<file path="src/rtl/delay_pkg.sv">
// Shared limits for the delay line and its embedded clock divider.
// Kept here so the legal parameter ranges are stated in one place.
package delay_pkg;

    localparam int DELAY_MIN = 1;
    localparam int DELAY_MAX = 64;
    localparam int DIV_MIN   = 1;
    localparam int DIV_MAX   = 256;

endpackage

</file>
<file path="src/rtl/delay_clk_divider.sv">
// Free-running 50% duty divider: div_out toggles every DIV_HALF clocks.
// Counter and output restart from zero on synchronous reset.
import delay_pkg::*;

module clk_divider #(
    parameter int DIV_HALF = 2
) (
    input  logic clk,
    input  logic rst_n,
    output logic div_out
);

    localparam int CW = (DIV_HALF > 1) ? $clog2(DIV_HALF) : 1;
    localparam logic [CW-1:0] LAST = CW'(DIV_HALF - 1);

    logic [CW-1:0] r_cnt;
    logic          r_div;

    generate
        if (DIV_HALF < DIV_MIN || DIV_HALF > DIV_MAX) begin : g_bad_div
            $error("clk_divider: DIV_HALF out of range");
        end
    endgenerate

    always_ff @(posedge clk) begin
        if (!rst_n) begin
            r_cnt <= '0;
            r_div <= 1'b0;
        end else if (r_cnt == LAST) begin
            r_cnt <= '0;
            r_div <= ~r_div;
        end else begin
            r_cnt <= r_cnt + 1'b1;
        end
    end

    assign div_out = r_div;

endmodule

</file>
<file path="src/rtl/delay.sv">
// Fixed-latency strobe delay line with flush, plus an embedded
// clock divider producing a slow square-wave enable.
import delay_pkg::*;

module delay #(
    parameter int DELAY    = 8,
    parameter int DIV_HALF = 2
) (
    input  logic clk,
    input  logic rst_n,
    input  logic din,
    input  logic clr,
    output logic dout,
    output logic div_out
);

    logic [DELAY-1:0] r_sr;
    logic [DELAY-1:0] w_next;

    generate
        if (DELAY < DELAY_MIN || DELAY > DELAY_MAX) begin : g_bad_delay
            $error("delay: DELAY out of range");
        end
        // A one-stage line has no older bits to carry forward.
        if (DELAY == 1) begin : g_one
            assign w_next = din;
        end else begin : g_many
            assign w_next = {r_sr[DELAY-2:0], din};
        end
    endgenerate

    always_ff @(posedge clk) begin
        if (!rst_n) begin
            r_sr <= '0;
        end else if (clr) begin
            r_sr <= '0;
        end else begin
            r_sr <= w_next;
        end
    end

    assign dout = r_sr[DELAY-1];

    clk_divider #(
        .DIV_HALF (DIV_HALF)
    ) u_div (
        .clk     (clk),
        .rst_n   (rst_n),
        .div_out (div_out)
    );

endmodule

</file>
<file path="config.mk">
export PLATFORM = sky130hd
export DESIGN_NAME = delay
export DESIGN_NICKNAME = d
export VERILOG_FILES = /design/src/rtl/delay_pkg.sv /design/src/rtl/delay_clk_divider.sv /design/src/rtl/delay.sv
export SDC_FILE = /design/constraint.sdc
export NUM_CORES = 1
export LEC_CHECK = 0
export ABC_AREA = 1
export CORE_AREA = 10 10 47 49
export CTS_CLUSTER_DIAMETER = 150
export CTS_CLUSTER_SIZE = 12
export DETAILED_ROUTE_END_ITERATION = 10
export DIE_AREA = 0 0 57 59
export GPL_ROUTABILITY_DRIVEN = 0
export GPL_TIMING_DRIVEN = 0
export SETUP_SLACK_MARGIN = 0.2
export SLEW_MARGIN = 20
export SYNTH_ARGS = -nofsm -noshare
export SYNTH_HDL_FRONTEND = slang
export SYNTH_SLANG_ARGS = --single-unit
export TNS_END_PERCENT = 5
</file>
<file path="constraint.sdc">
create_clock -name clk -period 0.85 [get_ports clk]
set_clock_uncertainty 0.15 [all_clocks]
set_input_delay 0.17 -clock clk [delete_from_list [all_inputs] [get_ports clk]]
set_output_delay 0.17 -clock clk [all_outputs]
set_load 0.02 [all_outputs]
</file>
==> impl_metrics.toml <==
[status]
outcome = "finished with violations"
violations = "negative setup slack"

[clock_tree]
cts_tree = "yes"
cts.hold.buffers_added = 0
clock-sinks = 10
path_clk_slew_ns = 0.06
clk_latency_ns = 0.25
root_buffer = "clkbuf_4"
clk_path_buf_depth = 2
numCtsBuffers = 3
htreeDepth = 1

[floorplanning]
start_util = 0.209
core_um2 = 1400
ios = 6
die_y_um = 59
fp.dieArea_um2 = 3360
chipWidth_um = 57
row_count = 14

[timing]
fin_crit_ns = 1.04
whs_ns = 0.0907
worst-slew-pin-transition_ns = 0.153
grt_setup_unrepaired = "yes"
setup_viol_count_final = 2
finalCritPeriodShare = 1.23
max_slew_margin = 0.898
maxSlewViolCount = 0
timing.fmax_mhz = 960
finalHoldViolCount = 0
fin_ws_ns = -0.192

[synthesis]
synth_top_area_cell = "dfxtp_1"
yosysTopAreaCellShare = 0.684
yosysMostFrequentCell = "nor2_1"
synth_top_flop_cell = "dfxtp_1"
synthMuxAreaShare = 0
async_flop_share = 0
netlist_top_cells_area = "dfxtp_1, nor2_1, inv_1"
synth-seq-cells = 10
synth_area_um2 = 293
yosys.area_share.simple = 0.188
ys_types = 5
synth_top_family_by_area = "simple AND/OR/NAND/NOR gates"
syn-instance-count = 34
synth_edf_count = 0
synth_fa_ha_area_frac = 0
avgSynthCellArea_um2 = 8.61
yosysSeqAreaShare = 0.684
syn_nets = 38
synth_xor_area_frac = 0
synth_compound_area_frac = 0
synth_common_cells = "nor2_1, dfxtp_1, inv_1"
yosysWarnings = 0

[global_route]
grt_pass1_wl_um = 779
grt_pass1_vias = 206
antenna_found_initial = 0
grt_max_degree = 9
grtUsageTotal = 0.0338
overflow = 0

[placement]
placed_area_um2 = 367
dp.cells = 55
numPortBuffers = 5
dp_hpwl_um = 308

[worst_hold_path]
hp-start = "din"
hold_depth = 3
whs_endpoint = "r_sr[0]"
holdCritPathClass = "in -> reg"

[final_layout]
antenna_cells = 0
areaGrowthSynthToFinish_pct = 40.2
final_area_um2 = 410
drive_gt1_frac = 0.386
final_core_util = 0.293
fin_nets = 49
finalNonFillerCells = 60

[detailed_routing]
via_per_inst = 3.53
drc = 0
drt_wl_total_um = 416
wl_per_cell_um = 6.93
firstDrtPassIters = 4
drtAntennaViolNets = 0
drt_iter0_markers = 3
num_vias = 212

[critical_path]
crit_family = "flip-flops"
worstSetupEndpointType = "output port"
crit_buf_inv = 1
worst_ep_required_time_ns = 0.53
setup.worst_path.start_class = "flop"
crit_chain = "buf_6"
cp_max_fo = 2
setup.worst_path.start = "u_div.div_out"
r2r-end = "u_div.div_out"
worstSetupPathType = "reg -> out"
worstRegToRegCells = 3
slowest_delay_ns = 0.34
r2r_slack_ns = 0.01
cp_data_arrival_time_ns = 0.72
r2r-start = "u_div.div_out"
critPathSlowestCell = "dfxtp_4"

[power_and_ir_drop]
ir_drop_mv = 0.758
p_per_area_nw_per_um2 = 2100
p_leak_nw = 0.179

[flow_run]
cap_violations = 0
## sequential cells by signal, indices dropped and copies added, names as in the netlist
signal / flops
u_div.r_cnt: 1
r_sr: 8
u_div.div_out: 1
## worst max path at each step
stage,to,depth (start not counted)
after floorplan,u_div.div_out,3
after global placement,div_out,1
after detailed placement,div_out,1
after CTS,div_out,1
after global routing,div_out,1
final,div_out,1
## cell usage in the layout, fill, tap and decap left out
| master | synthesis | final |
|---|---|---|
| buf_4 | 0 | 1 |
| inv_1 | 10 | 6 |
| clkbuf_4 | 0 | 3 |
| inv_2 | 0 | 4 |
| dfxtp_2 | 0 | 5 |
| dfxtp_4 | 0 | 1 |
| dlygate4sd2_1 | 0 | 3 |
| nand2_1 | 2 | 2 |
| nor2_1 | 11 | 11 |
| buf_6 | 0 | 2 |
| nand2_4 | 0 | 1 |
| clkbuf_1 | 0 | 1 |
| dfxtp_1 | 10 | 4 |
## worst register-to-register path: stages (launching register included)
cell	delay, ns
dfxtp_4	0.34
buf_4	0.13
nor2_1	0.08
nor2_1	0.05
## layer usage
| metal | wire, um | GRT usage | part of all wire |
|---|---|---|---|
| met5 | 0 | 0 | 0 |
| met4 | 0 | 0.0302 | 0 |
| met3 | 43 | 0.0408 | 0.10 |
| met2 | 200 | 0.0450 | 0.48 |
| met1 | 172 | 0.0252 | 0.41 |
## cells by family after synthesis
logic type	after synthesis
flip-flops	10
buffers and inverters	10
AND/OR/NAND/NOR	14
## report_power, final
group	switching, mW	total (mW)	internal [mW]
Combinational	0.0256	0.0525	0.0269
Clock	0.145	0.326	0.180
Sequential	0.00544	0.485	0.480
Total	0.176	0.863	0.687
## repair_timing
| action | CTS | global route |
|---|---|---|
| gates resized for setup | 17 | 8 |
| buffers inserted | 1 | 0 |
| pin swaps | 4 | 7 |
| hold endpoints to repair | 0 | 0 |
| endpoints found under the setup margin | 12 | 10 |
## cell type report
cell class / instances / area, um^2
clock buffer: 4 / 26.3
fill: 162 / 991
inverter: 10 / 37.5
multi-input combinational: 14 / 60.1
sequential: 10 / 210
tap: 16 / 20.0
timing repair buffer: 6 / 56.3
## through the flow
step	total power [mW]	worst slack, ns	setup TNS [ns]
after floorplan	0.517	0.0997	0
after global placement	0.542	-0.394	-3.37
after detailed placement	0.543	-0.396	-3.43
after CTS	0.889	-0.208	-0.386
after global routing	0.931	-0.234	-0.507
final	0.863	-0.192	-0.354
Power figures use the tool's default switching activity.
